`config.mk`:
```
export PLATFORM = sky130hd
export DESIGN_NAME = acos_seq
export DESIGN_NICKNAME = d
export VERILOG_FILES = /design/src/rtl/fp_consts_pkg.sv /design/src/rtl/acos_coef_rom.sv /design/src/rtl/cong_tru.sv /design/src/rtl/nhan.sv /design/src/rtl/acos_seq.sv
export SDC_FILE = /design/constraint.sdc
export NUM_CORES = 2
export LEC_CHECK = 0
export BUFFER_PORTS_ARGS = -buffer_cell sky130_fd_sc_hd__clkbuf_2
export CAP_MARGIN = 40
export CORE_ASPECT_RATIO = 1.4
export CORE_UTILIZATION = 48
export DETAILED_ROUTE_END_ITERATION = 10
export GPL_ROUTABILITY_DRIVEN = 1
export GPL_TIMING_DRIVEN = 0
export PLACE_DENSITY = 0.74
export SYNTH_ARGS = -nofsm -noshare
export SYNTH_HDL_FRONTEND = slang
export SYNTH_SLANG_ARGS = --single-unit
export TNS_END_PERCENT = 5
```
`constraint.sdc`:
```
create_clock -name clk -period 38.1 [get_ports clk]
set_input_delay 1.905 -clock clk [delete_from_list [all_inputs] [get_ports clk]]
set_output_delay 1.905 -clock clk [all_outputs]
set_load 0.01 [all_outputs]
```
`src/rtl/fp_consts_pkg.sv`:
```
// ---------------------------------------------------------------------------
// fp_consts_pkg
// Shared float32 constants and encodings for the sine/cosine/arccosine family.
//   - fp32_t      : packed view of an IEEE-754 single-precision word
//   - fp_op_e     : add/subtract select for cong_tru
//   - C0..C6      : asin Maclaurin coefficients (float32, round-to-nearest)
//   - PI_2/PI     : pi/2 and pi
//   - QNAN/ONE    : canonical quiet NaN and 1.0
//   - ST_*        : acos_seq FSM state encodings
// ---------------------------------------------------------------------------
package fp_consts_pkg;

  typedef struct packed {
    logic        sign;
    logic [7:0]  exp;
    logic [22:0] man;
  } fp32_t;

  typedef enum logic {
    FP_ADD = 1'b0,
    FP_SUB = 1'b1
  } fp_op_e;

  // asin(x) = x * sum_k c_k * x^(2k); c_k = (2k)! / (4^k (k!)^2 (2k+1))
  localparam logic [31:0] C0 = 32'h3F80_0000;  // 1
  localparam logic [31:0] C1 = 32'h3E2A_AAAB;  // 1/6
  localparam logic [31:0] C2 = 32'h3D99_999A;  // 3/40
  localparam logic [31:0] C3 = 32'h3D36_DB6E;  // 15/336
  localparam logic [31:0] C4 = 32'h3CF8_E38E;  // 105/3456
  localparam logic [31:0] C5 = 32'h3CB7_45D1;  // 945/42240
  localparam logic [31:0] C6 = 32'h3C8E_2762;  // 10395/599040

  localparam logic [31:0] PI_2 = 32'h3FC9_0FDB;
  localparam logic [31:0] PI   = 32'h4049_0FDB;
  localparam logic [31:0] QNAN = 32'h7FC0_0000;
  localparam logic [31:0] ONE  = 32'h3F80_0000;

  localparam logic [2:0] ST_IDLE = 3'd0;
  localparam logic [2:0] ST_SQ   = 3'd1;
  localparam logic [2:0] ST_MUL  = 3'd2;
  localparam logic [2:0] ST_ADD  = 3'd3;
  localparam logic [2:0] ST_MULX = 3'd4;
  localparam logic [2:0] ST_SUB  = 3'd5;
  localparam logic [2:0] ST_BYP  = 3'd6;
  localparam logic [2:0] ST_DONE = 3'd7;

endpackage

```
`src/rtl/acos_coef_rom.sv`:
```
// ---------------------------------------------------------------------------
// acos_coef_rom
// Combinational coefficient table for the asin Horner evaluation.
//   k_i    [2:0]  : coefficient index (0..6; 7 returns +0)
//   coef_o [31:0] : c_k as float32
// ---------------------------------------------------------------------------
module acos_coef_rom
  import fp_consts_pkg::*;
(
  input  logic [2:0]  k_i,
  output logic [31:0] coef_o
);

  always_comb begin
    coef_o = 32'h0000_0000;
    case (k_i)
      3'd0:    coef_o = C0;
      3'd1:    coef_o = C1;
      3'd2:    coef_o = C2;
      3'd3:    coef_o = C3;
      3'd4:    coef_o = C4;
      3'd5:    coef_o = C5;
      3'd6:    coef_o = C6;
      default: coef_o = 32'h0000_0000;
    endcase
  end

endmodule

```
`src/rtl/cong_tru.sv`:
```
// ---------------------------------------------------------------------------
// cong_tru
// Combinational float32 adder/subtractor, round-to-nearest-even.
// Subnormal operands are treated as zero and underflowing results flush to
// signed zero.
//   a_i, b_i [31:0] : operands
//   op_i            : FP_ADD -> a+b, FP_SUB -> a-b
//   y_o      [31:0] : result
// ---------------------------------------------------------------------------
module cong_tru
  import fp_consts_pkg::*;
(
  input  logic [31:0] a_i,
  input  logic [31:0] b_i,
  input  fp_op_e      op_i,
  output logic [31:0] y_o
);

  fp32_t              a, b, lrg, sml;
  logic               swap, eff_sub, sticky, guard, rs_sticky;
  logic               a_nan, b_nan, a_inf, b_inf;
  logic [7:0]         d;
  logic [26:0]        ml, ms_ext, ms_sh, norm;
  logic [27:0]        sum;
  logic [4:0]         lz;
  logic [23:0]        rnd;
  logic signed [9:0]  e_n, e_f;

  always_comb begin
    a      = a_i;
    b      = b_i;
    b.sign = b_i[31] ^ (op_i == FP_SUB);

    a_nan = (a.exp == 8'hFF) && (a.man != 23'd0);
    b_nan = (b.exp == 8'hFF) && (b.man != 23'd0);
    a_inf = (a.exp == 8'hFF) && (a.man == 23'd0);
    b_inf = (b.exp == 8'hFF) && (b.man == 23'd0);

    // Order by magnitude so the aligned difference is never negative.
    swap = {b.exp, b.man} > {a.exp, a.man};
    lrg  = swap ? b : a;
    sml  = swap ? a : b;

    // Mantissas carry three extra bits: guard, round, sticky.
    ml     = (lrg.exp != 8'h00) ? {1'b1, lrg.man, 3'b000} : 27'd0;
    ms_ext = (sml.exp != 8'h00) ? {1'b1, sml.man, 3'b000} : 27'd0;
    d      = lrg.exp - sml.exp;

    if (d >= 8'd27) begin
      ms_sh  = 27'd0;
      sticky = |ms_ext;
    end else begin
      ms_sh  = ms_ext >> d;
      sticky = |(ms_ext & ~({27{1'b1}} << d));
    end
    ms_sh = ms_sh | {26'd0, sticky};

    eff_sub = lrg.sign ^ sml.sign;
    sum = eff_sub ? ({1'b0, ml} - {1'b0, ms_sh}) : ({1'b0, ml} + {1'b0, ms_sh});

    lz = 5'd0;
    for (int i = 0; i < 27; i++) begin
      if (sum[i]) lz = 5'(26 - i);
    end

    if (sum[27]) begin
      norm = sum[27:1] | {26'd0, sum[0]};
      e_n  = {2'b00, lrg.exp} + 10'd1;
    end else begin
      norm = sum[26:0] << lz;
      e_n  = {2'b00, lrg.exp} - {5'd0, lz};
    end

    guard     = norm[2];
    rs_sticky = |norm[1:0];
    rnd       = {1'b0, norm[25:3]} + 24'(guard & (rs_sticky | norm[3]));
    e_f       = e_n + {9'd0, rnd[23]};

    if (a_nan || b_nan) begin
      y_o = QNAN;
    end else if (a_inf && b_inf) begin
      y_o = (a.sign != b.sign) ? QNAN : {a.sign, 8'hFF, 23'd0};
    end else if (a_inf) begin
      y_o = {a.sign, 8'hFF, 23'd0};
    end else if (b_inf) begin
      y_o = {b.sign, 8'hFF, 23'd0};
    end else if (!norm[26]) begin
      // Exact zero: -0 only when both addends are -0.
      y_o = {a.sign & b.sign, 31'd0};
    end else if (e_f >= 10'sd255) begin
      y_o = {lrg.sign, 8'hFF, 23'd0};
    end else if (e_f <= 10'sd0) begin
      y_o = {lrg.sign, 31'd0};
    end else begin
      y_o = {lrg.sign, e_f[7:0], rnd[22:0]};
    end
  end

endmodule

```
`src/rtl/nhan.sv`:
```
// ---------------------------------------------------------------------------
// nhan
// Combinational float32 multiplier, round-to-nearest-even.
// Subnormal operands are treated as zero and underflowing results flush to
// signed zero.
//   a_i, b_i [31:0] : operands
//   y_o      [31:0] : a_i * b_i
// ---------------------------------------------------------------------------
module nhan
  import fp_consts_pkg::*;
(
  input  logic [31:0] a_i,
  input  logic [31:0] b_i,
  output logic [31:0] y_o
);

  fp32_t              a, b;
  logic               sign;
  logic               a_zero, b_zero, a_nan, b_nan, a_inf, b_inf;
  logic [47:0]        prod;
  logic [22:0]        frac;
  logic               guard, sticky;
  logic [23:0]        rnd;
  logic signed [10:0] e_sum, e_fin;

  always_comb begin
    a      = a_i;
    b      = b_i;
    sign   = a.sign ^ b.sign;
    a_zero = (a.exp == 8'h00);
    b_zero = (b.exp == 8'h00);
    a_nan  = (a.exp == 8'hFF) && (a.man != 23'd0);
    b_nan  = (b.exp == 8'hFF) && (b.man != 23'd0);
    a_inf  = (a.exp == 8'hFF) && (a.man == 23'd0);
    b_inf  = (b.exp == 8'hFF) && (b.man == 23'd0);

    prod = {1'b1, a.man} * {1'b1, b.man};

    // Product of two [1,2) mantissas lies in [1,4); prod[47] picks the binade.
    if (prod[47]) begin
      frac   = prod[46:24];
      guard  = prod[23];
      sticky = |prod[22:0];
    end else begin
      frac   = prod[45:23];
      guard  = prod[22];
      sticky = |prod[21:0];
    end
    e_sum = {3'b000, a.exp} + {3'b000, b.exp} + {10'd0, prod[47]} - 11'd127;

    // rnd[23] is the carry out of rounding 1.111..1 up to 2.0.
    rnd   = {1'b0, frac} + 24'(guard & (sticky | frac[0]));
    e_fin = e_sum + {10'd0, rnd[23]};

    if (a_nan || b_nan) begin
      y_o = QNAN;
    end else if (a_inf || b_inf) begin
      y_o = (a_zero || b_zero) ? QNAN : {sign, 8'hFF, 23'd0};
    end else if (a_zero || b_zero) begin
      y_o = {sign, 31'd0};
    end else if (e_fin >= 11'sd255) begin
      y_o = {sign, 8'hFF, 23'd0};
    end else if (e_fin <= 11'sd0) begin
      y_o = {sign, 31'd0};
    end else begin
      y_o = {sign, e_fin[7:0], rnd[22:0]};
    end
  end

endmodule

```
`src/rtl/acos_seq.sv`:
```
// ---------------------------------------------------------------------------
// acos_seq
// Sequential float32 arccosine: acos(x) = pi/2 - asin(x), asin as a 7-term
// Horner series sharing one multiplier and one adder.
//   clk        : rising-edge clock
//   rst        : synchronous active-high reset
//   in_valid   : x present on `in`
//   in_ready   : accepting (IDLE only)
//   in  [31:0] : x, float32
//   out_valid  : result held until out_ready
//   out_ready  : consumer accepts result
//   out [31:0] : acos(x), float32
//   invalid    : x was NaN or |x| > 1 (out = QNAN)
// ---------------------------------------------------------------------------
module acos_seq
  import fp_consts_pkg::*;
(
  input  logic        clk,
  input  logic        rst,
  input  logic        in_valid,
  output logic        in_ready,
  input  logic [31:0] in,
  output logic        out_valid,
  input  logic        out_ready,
  output logic [31:0] out,
  output logic        invalid
);

  logic [2:0]  state_q, state_d;
  logic [31:0] xr_q, xr_d;
  logic [31:0] x2_q, x2_d;
  logic [31:0] acc_q, acc_d;
  logic [2:0]  k_q, k_d;
  logic [31:0] out_q, out_d;
  logic        invalid_q, invalid_d;

  logic [31:0] mul_a, mul_b, mul_y;
  logic [31:0] add_a, add_b, add_y;
  fp_op_e      add_op;
  logic [31:0] coef;

  acos_coef_rom u_rom (
    .k_i    (k_q),
    .coef_o (coef)
  );

  nhan u_mul (
    .a_i (mul_a),
    .b_i (mul_b),
    .y_o (mul_y)
  );

  cong_tru u_add (
    .a_i  (add_a),
    .b_i  (add_b),
    .op_i (add_op),
    .y_o  (add_y)
  );

  // Shared operator operand selection.
  always_comb begin
    mul_a  = acc_q;
    mul_b  = x2_q;
    add_a  = acc_q;
    add_b  = coef;
    add_op = FP_ADD;
    case (state_q)
      ST_SQ: begin
        mul_a = xr_q;
        mul_b = xr_q;
      end
      ST_MULX: begin
        mul_b = xr_q;
      end
      ST_SUB: begin
        add_a  = PI_2;
        add_b  = acc_q;
        add_op = FP_SUB;
      end
      default: ;
    endcase
  end

  always_comb begin
    state_d   = state_q;
    xr_d      = xr_q;
    x2_d      = x2_q;
    acc_d     = acc_q;
    k_d       = k_q;
    out_d     = out_q;
    invalid_d = invalid_q;
    case (state_q)
      ST_IDLE: begin
        if (in_valid) begin
          xr_d = in;
          // Magnitude compare on the raw bits also catches Inf and NaN.
          if (in[30:0] > ONE[30:0]) begin
            out_d     = QNAN;
            invalid_d = 1'b1;
            state_d   = ST_BYP;
          end else if (in == ONE) begin
            out_d     = 32'h0000_0000;
            invalid_d = 1'b0;
            state_d   = ST_BYP;
          end else if (in == {1'b1, ONE[30:0]}) begin
            out_d     = PI;
            invalid_d = 1'b0;
            state_d   = ST_BYP;
          end else begin
            state_d = ST_SQ;
          end
        end
      end
      ST_SQ: begin
        x2_d    = mul_y;
        acc_d   = C6;
        k_d     = 3'd5;
        state_d = ST_MUL;
      end
      ST_MUL: begin
        acc_d   = mul_y;
        state_d = ST_ADD;
      end
      ST_ADD: begin
        acc_d = add_y;
        if (k_q == 3'd0) begin
          state_d = ST_MULX;
        end else begin
          k_d     = k_q - 3'd1;
          state_d = ST_MUL;
        end
      end
      ST_MULX: begin
        acc_d   = mul_y;
        state_d = ST_SUB;
      end
      ST_SUB: begin
        out_d     = add_y;
        invalid_d = 1'b0;
        state_d   = ST_DONE;
      end
      ST_BYP: begin
        // Result was registered at accept; this stage only aligns timing.
        state_d = ST_DONE;
      end
      ST_DONE: begin
        if (out_ready) state_d = ST_IDLE;
      end
      default: state_d = ST_IDLE;
    endcase
  end

  always_ff @(posedge clk) begin
    if (rst) begin
      state_q   <= ST_IDLE;
      xr_q      <= 32'd0;
      x2_q      <= 32'd0;
      acc_q     <= 32'd0;
      k_q       <= 3'd0;
      out_q     <= 32'd0;
      invalid_q <= 1'b0;
    end else begin
      state_q   <= state_d;
      xr_q      <= xr_d;
      x2_q      <= x2_d;
      acc_q     <= acc_d;
      k_q       <= k_d;
      out_q     <= out_d;
      invalid_q <= invalid_d;
    end
  end

  assign in_ready  = (state_q == ST_IDLE);
  assign out_valid = (state_q == ST_DONE);
  assign out       = out_q;
  assign invalid   = invalid_q;

endmodule

```
# After elaboration in Yosys (flattened, before gate mapping)
# Cells that the tools add are included.
# op_classes
n_addsub	13
n_mul	1
order_cmp	7
eq_ne	24
shift	3
mux	79
n_bitwise	12
n_reduce_logical	42
# ops
operator	count
32-bit two-way mux	19
30-bit case mux with 7 select lines	1
31-bit two-way mux	5
5-bit two-way mux	27
27-bit two-way mux	4
32-bit case mux with 3 select lines	1
23-bit logical NOT	4
23-bit nonzero test	4
32-bit case mux with 2 select lines	1
27-bit by 1-bit OR with 27-bit output	2
27-bit OR reduction	2
23-bit by 24-bit adder with 24-bit output	2
1-bit by 24-bit bitwise AND with 24-bit output	2
24-bit by 24-bit multiplier with 48-bit output	1
32-bit by 30-bit == test with 1-bit output (second input constant)	1
32-bit == test (second input constant)	1
8-bit == test (second input constant)	4
31-bit by 30-bit greater-than comparator with 1-bit output (second input constant)	1
31-bit greater-than comparator	1
27-bit by 27-bit adder with 28-bit output	1
28-bit two-way mux	1
27-bit by 27-bit subtractor with 28-bit output	1
27-bit bitwise AND	1
27-bit NOT	1
other kinds (45)	93
# word_totals
ff_bits	135
inputBits	36
output_inout_bits	35
elab_cells	188

# Depth between registers and ports, before layout
# depth
depth_word	57
ltp_mapped	88
depth_no_buf	72

# Hierarchy
# From an unflattened synthesis, not the netlist that was laid out.
# hier_totals
hier_cells	5482
hier_area_um2	41149.5
# modules_own_cells
module	n_inst	cells_each	area_each_um2	seq_area_each_um2
nhan	1	2547	21331.7	0.0
cong_tru	1	1912	12388.1	0.0
acos_seq	1	970	7088.0	2702.6
acos_coef_rom	1	53	341.6	0.0

# Least setup slack after synthesis
# No wires, ideal clock.
# synth_path
path_kind	reg-to-reg
start	register state_q[0]
end	register acc_q[11]
setup_time_ns	0.128
arrival_time_ns	15.931
required_ns	37.972
path_slack_ns	22.041
stages_incl_launch_ff	84
path_buffers	18
period_less_slack_ns	16.059
path_cell_list	dfxtp_1 -> buf_2 -> nand3b_4 -> inv_2 -> buf_6 -> buf_4 -> buf_4 -> buf_4 -> buf_2 -> buf_2 -> clkbuf_1 -> nor2_1 -> ha_1 -> buf_2 -> nand3_1 -> nor3_1 -> o31a_1 -> o21ai_1 -> [... 48 more ...] -> nand3_1 -> nor4b_4 -> nand3_1 -> nor3_2 -> and3_1 -> ha_1 -> ha_1 -> nor2b_1 -> xnor2_1 -> or4_1 -> nor3_1 -> a31oi_1 -> nand4b_1 -> nor2_1 -> o21ai_1 -> nor2_1 -> a221oi_1 -> nor2_1
# synth_between
elab_chain_cells	56
word_cells_on_any_way	131
classes_between	add/sub: 12; mul: 1; order compare: 6; eq/ne: 9; shift: 3; mux: 57; bitwise: 10; reduce/logical: 33
# synth_rtl
element	line_no	text
start, declared	acos_seq.sv:29	logic [2:0] state_q, state_d;
start signal, assigned	acos_seq.sv:163	state_q <= state_d;
3-bit == test	acos_seq.sv:67	case (state_q)
32-bit two-way mux	acos_seq.sv:67	
31-bit greater-than comparator	cong_tru.sv:40	swap = {b.exp, b.man} > {a.exp, a.man};
32-bit two-way mux (on tied branches)	cong_tru.sv:41, cong_tru.sv:42	
8-bit subtractor	cong_tru.sv:47	d = lrg.exp - sml.exp;
27-bit by 8-bit << shifter with 27-bit output	cong_tru.sv:54	sticky = |(ms_ext & ~({27{1'b1}} << d));
27-bit NOT	cong_tru.sv:54	
27-bit bitwise AND	cong_tru.sv:54	
[... 40 more ...]	n/a	
31-bit two-way mux	cong_tru.sv:92	end else if (e_f <= 10'sd0) begin
31-bit two-way mux	cong_tru.sv:90	end else if (e_f >= 10'sd255) begin
32-bit two-way mux	cong_tru.sv:87	end else if (!norm[26]) begin
32-bit two-way mux	cong_tru.sv:85	end else if (b_inf) begin
32-bit two-way mux	cong_tru.sv:83	end else if (a_inf) begin
32-bit two-way mux	cong_tru.sv:81	end else if (a_inf && b_inf) begin
32-bit two-way mux	cong_tru.sv:79	if (a_nan || b_nan) begin
32-bit case mux with 3 select lines	acos_seq.sv:92	case (state_q)
end signal, assigned	acos_seq.sv:158	acc_q <= 32'd0;
end signal, assigned	acos_seq.sv:166	acc_q <= acc_d;
end, declared	acos_seq.sv:32	logic [31:0] acc_q, acc_d;
# Several ways; a longest one is shown, not always the timed one.
# A chain may end at the register's enable or synchronous reset.

# Final worst setup path
# layout_path
start	register state_q[1]
end	register out_q[13] (netlist: out[13])
# layout_between
elab_chain_cells	56
word_cells_on_any_way	92
classes_between	add/sub: 7; order compare: 4; eq/ne: 5; shift: 3; mux: 47; bitwise: 8; reduce/logical: 18
# layout_rtl
element	line_no	text
3-bit == test	acos_seq.sv:67, acos_seq.sv:92	
32-bit two-way mux	acos_seq.sv:67	
31-bit greater-than comparator	cong_tru.sv:40	
32-bit two-way mux (on tied branches)	cong_tru.sv:41, cong_tru.sv:42	
8-bit subtractor	cong_tru.sv:47	
27-bit by 8-bit << shifter with 27-bit output	cong_tru.sv:54	
27-bit NOT	cong_tru.sv:54	
27-bit bitwise AND	cong_tru.sv:54	
[... 40 more ...]	n/a	
31-bit two-way mux	cong_tru.sv:92	
31-bit two-way mux	cong_tru.sv:90	
32-bit two-way mux	cong_tru.sv:87	
32-bit two-way mux	cong_tru.sv:85	
32-bit two-way mux	cong_tru.sv:83	
32-bit two-way mux	cong_tru.sv:81	
32-bit two-way mux	cong_tru.sv:79	
32-bit case mux with 2 select lines	acos_seq.sv:92	
end signal, assigned	acos_seq.sv:168	out_q <= out_d;
end, declared	acos_seq.sv:34	logic [31:0] out_q, out_d;
# Several ways; a longest one is shown, not always the timed one.

==> metrics.txt <==
# TYPE chip_impl_metric gauge
chip_impl_info{name="status",value="completed"} 1
chip_impl_metric{name="total_cell_area_at_the_placement_stage",unit="mm^2"} 0.0404
chip_impl_metric{name="final_critical_delay_including_setup_and_external_delays",unit="ns"} 23.85
chip_impl_metric{name="dp.final_hpwl",unit="um"} 151000
chip_impl_info{name="hold_class",value="register to register"} 1
chip_impl_metric{name="numClockSinks",unit=""} 135
chip_impl_metric{name="die_y_extent",unit="um"} 336
chip_impl_metric{name="synth_enable_flop_cells",unit=""} 0
chip_impl_metric{name="fmaxAchievable",unit="MHz"} 41.9
chip_impl_metric{name="drive_above_1_share",unit="%"} 6.62
chip_impl_metric{name="gr_usage_total",unit="%"} 46.3
chip_impl_metric{name="placedCellCount",unit=""} 6320
chip_impl_metric{name="routedLengthMet1",unit="um"} 58200
chip_impl_metric{name="ys_async_sr_fraction",unit="%"} 0
chip_impl_metric{name="max_stage_delay",unit="ns"} 0.77
chip_impl_metric{name="synth_simple_gate_area_share",unit="%"} 22.7
chip_impl_metric{name="dr.first_iter.drc_count",unit=""} 4332
chip_impl_info{name="main_combinational_cell_family_by_area_after_synthesis",value="adder cells"} 1
chip_impl_metric{name="grt_start_max_net_pins",unit=""} 17
chip_impl_metric{name="timing.final.hold_violations",unit=""} 0
chip_impl_metric{name="htree_num_levels",unit=""} 4
chip_impl_info{name="path_class",value="register to register"} 1
chip_impl_metric{name="timing.max_cap.violations",unit=""} 0
chip_impl_info{name="setup.worst_path.end_class",value="register"} 1
chip_impl_metric{name="detail_route.drc_violations",unit=""} 0
chip_impl_metric{name="drt-total-wl",unit="um"} 185000
chip_impl_metric{name="grt_antenna_before_repair",unit=""} 7
chip_impl_metric{name="critPathArrivalTime",unit="ns"} 24.23
chip_impl_metric{name="cts-hold-fix-buffers",unit=""} 0
chip_impl_metric{name="syn_nets",unit=""} 5934
chip_impl_metric{name="effective_utilization_at_floorplan",unit="%"} 48.5
chip_impl_metric{name="total_area_of_multi_input_combinational_cells",unit="mm^2"} 0.0321
chip_impl_metric{name="grt_first_pass_wirelength",unit="um"} 272000
chip_impl_metric{name="final_nets",unit=""} 6092
chip_impl_metric{name="compound_cell_area_share_of_the_yosys_netlist",unit="%"} 20.0
chip_impl_metric{name="ys.warnings.count",unit=""} 0
chip_impl_info{name="yosys_most_used_dff",value="sky130_fd_sc_hd__dfxtp_1"} 1
chip_impl_metric{name="fp.dieW",unit="um"} 241
chip_impl_metric{name="final.fill_count",unit=""} 8079
chip_impl_metric{name="core_area",unit="mm^2"} 0.0791
chip_impl_metric{name="cell_count_after_synthesis",unit=""} 5147
chip_impl_metric{name="timing.final.max_slew_violations",unit=""} 0
chip_impl_metric{name="setup_viol",unit=""} 0
chip_impl_metric{name="ys_types",unit=""} 126
chip_impl_metric{name="io_pins",unit=""} 71
chip_impl_metric{name="synth-adder-area-share",unit="%"} 34.0
chip_impl_metric{name="avgViaCountPerCell",unit=""} 6.46
chip_impl_metric{name="min_period_over_period",unit="%"} 62.6
chip_impl_metric{name="yosys-mux-area-fraction",unit="%"} 3.27
chip_impl_metric{name="fin_worst_skew",unit="ns"} 0.0162
chip_impl_metric{name="clkTransAtPathRegs",unit="ns"} 0.07
chip_impl_metric{name="regArea",unit="mm^2"} 0.00270
chip_impl_metric{name="count_of_standard_cell_rows",unit=""} 122
chip_impl_metric{name="synthesized_area_fraction_occupied_by_xor_and_xnor_cells",unit="%"} 3.63
chip_impl_metric{name="cts_resized",unit=""} 0
chip_impl_info{name="clock_tree_root",value="sky130_fd_sc_hd__clkbuf_16"} 1
chip_impl_info{name="timing.critical_path.max_delay_family",value="simple AND/OR/NAND/NOR gates"} 1
chip_impl_metric{name="areaGrowthSynthToFinish",unit="%"} 7.48
chip_impl_metric{name="synth_area",unit="mm^2"} 0.0383
chip_impl_metric{name="place_congestion",unit=""} 1.09
chip_impl_metric{name="grt_overflow",unit=""} 0
chip_impl_info{name="setup_repair_after_global_routing_missed_its_margin",value="false"} 1
chip_impl_metric{name="wire_per_inst",unit="um"} 29.1
chip_impl_metric{name="cts-root-to-sink-buffers",unit=""} 2
chip_impl_metric{name="number_of_buffers_and_inverters_on_the_critical_path",unit=""} 18
chip_impl_metric{name="timing_worst_slew_pin_value",unit="ns"} 1.03
chip_impl_metric{name="syn-mean-instance-area",unit="um^2"} 7.45
chip_impl_info{name="critPathMostFrequentCell",value="sky130_fd_sc_hd__clkbuf_1"} 1
chip_impl_metric{name="drtAntennaViolNets",unit=""} 0
chip_impl_metric{name="fin_tns_setup",unit="ns"} 0
chip_impl_metric{name="clkLatencyLatePin",unit="ns"} 0.45
chip_impl_info{name="cpMaxStageDelayCell",value="sky130_fd_sc_hd__nor3_1"} 1
chip_impl_metric{name="met2_wirelength",unit="um"} 87600
chip_impl_metric{name="synth.yosys.seq_area_share",unit="%"} 7.05
chip_impl_metric{name="cp_max_fo",unit=""} 11
chip_impl_info{name="top_layer_reached_by_signal_wires",value="met5"} 1
chip_impl_info{name="timing.critical_path.from_type",value="register"} 1
chip_impl_info{name="tritoncts",value="built"} 1
chip_impl_metric{name="postCtsSetupBuffers",unit=""} 0
chip_impl_metric{name="slew_headroom",unit="%"} 31.2
chip_impl_metric{name="portBuffers",unit=""} 69
chip_impl_metric{name="layout.cells.non_filler",unit=""} 6379
chip_impl_metric{name="dr_wl_met3",unit="um"} 15900
chip_impl_metric{name="grt_pass1_vias",unit=""} 41700
chip_impl_metric{name="layout.cell_area.non_filler",unit="mm^2"} 0.0412
chip_impl_metric{name="drtPass1Iterations",unit=""} 9
chip_impl_metric{name="via_count",unit=""} 41200
chip_impl_metric{name="cts-buffers-inserted",unit=""} 17
chip_impl_metric{name="crit_required",unit="ns"} 38.48
chip_impl_metric{name="die-area",unit="mm^2"} 0.0810
chip_impl_metric{name="synth-seq-cells",unit=""} 135
registers in the layout, indices dropped and copies added (netlist names):
name and flops:
acc_q 32, state_q 3, k_q 3, out 32, invalid 1, xr_q 32
x2_q 32
synth_stat cells, drive strengths merged, types with 22 or more instances:
cell,count,area (um^2)
nand2,808,3040
inv,610,2290
nor2,548,2070
fa,485,9710
a21oi,329,1680
ha,266,3330
clkbuf,229,860
o21ai,183,935
dfxtp,135,2700
nand3,110,556
nor3,105,541
a211oi,94,726
xnor2,94,823
mux2i,79,791
buf,78,390
xor2,64,568
a21o,61,458
nor4,56,414
nand4,55,344
a31oi,54,344
nand2b,46,288
o211ai,45,343
o31ai,42,354
and2,38,238
o22ai,35,225
nor2b,31,194
mux2,29,327
or3,27,169
and3,26,168
or2,22,138
final cells by class:
type	instances	share of cell area [%]
tap	1054	3.20
buffer	307	3.03
clock inverter	14	0.449
timing repair buffer	139	2.17
sequential	135	6.56
multi-input combinational	4083	77.8
antenna	7	0.0425
inverter	622	5.67
clock buffer	18	1.04
stage by stage:
| stage | setup WS, ns | hold WS (ns) | util [%] |
|---|---|---|---|
| after CTS | 15.39 | 0.459 | 51.9 |
| after global placement | 13.91 | 0.444 | 50.6 |
| after detailed placement | 15.50 | 0.449 | 51.1 |
| after global routing | 13.43 | 0.476 | 52.1 |
| final | 14.25 | 0.460 | 52.1 |
| after floorplan | 22.04 | 0.434 | - |
path summary, 6_finish.rpt:
path               from        to  slack, ns  depth (start not counted)
max          state_q[1]   out[13]      14.25                         78
min            x2_q[20]  x2_q[20]       0.46                          2
max reg2reg  state_q[1]   out[13]      14.25                         78
min reg2reg    x2_q[20]  x2_q[20]       0.46                          2
cells in the final DEF, fill, tap and decap left out, drive strengths merged, types with 14 or more instances in the layout:
master / Yosys / routed
a211oi: 94 / 94
a21o: 61 / 61
a21oi: 329 / 329
a22oi: 19 / 19
a31oi: 54 / 54
and2: 38 / 38
and3: 26 / 26
buf: 78 / 146
clkbuf: 229 / 317
clkinv: 12 / 14
dfxtp: 135 / 135
fa: 485 / 485
ha: 266 / 266
inv: 610 / 616
mux2: 29 / 29
mux2i: 79 / 79
nand2: 808 / 808
nand2b: 46 / 46
nand3: 110 / 110
nand4: 55 / 55
nand4b: 15 / 15
nor2: 548 / 548
nor2b: 31 / 31
nor3: 105 / 105
nor4: 56 / 56
o2111ai: 15 / 15
o211ai: 45 / 45
o21a: 16 / 16
o21ai: 183 / 183
o21bai: 19 / 19
o22ai: 35 / 35
o31a: 15 / 15
o31ai: 42 / 42
or2: 22 / 22
or3: 27 / 27
xnor2: 94 / 94
xor2: 64 / 64
logic make-up (layout without fill, tap and decap cells):
| group | count (synthesis) | count (layout) |
|---|---|---|
| simple gates | 1934 | 1934 |
| compound gates | 1126 | 1126 |
| buf+inv | 929 | 1100 |
| fa+ha+maj | 751 | 751 |
| xor+xnor | 158 | 158 |
| flops | 135 | 135 |
| mux | 114 | 114 |
| other cells | 0 | 7 |
per-layer routing:
metal | global-route usage (%) | up-vias
li1 | - | 17800
met1 | 44.9 | 19700
met2 | 77.5 | 2570
met3 | 12.4 | 1113
met4 | 47.7 | 4
met5 | 0 | -
worst register-to-register path, delay by kind of cell, from the launching register on:
kind	cells	cell delay [ns]
AO/OA/AOI/OAI	23	6.07
multiplexers	1	0.56
buffers and inverters	18	7.30
adder cells (fa/ha/maj)	5	1.37
flip-flops	1	0.51
XOR/XNOR	1	0.09
AND/OR/NAND/NOR	30	7.88
Power is left out: the tool's default activity adds up to more than one toggle a clock period on the data nets, which glitch-free logic cannot reach.
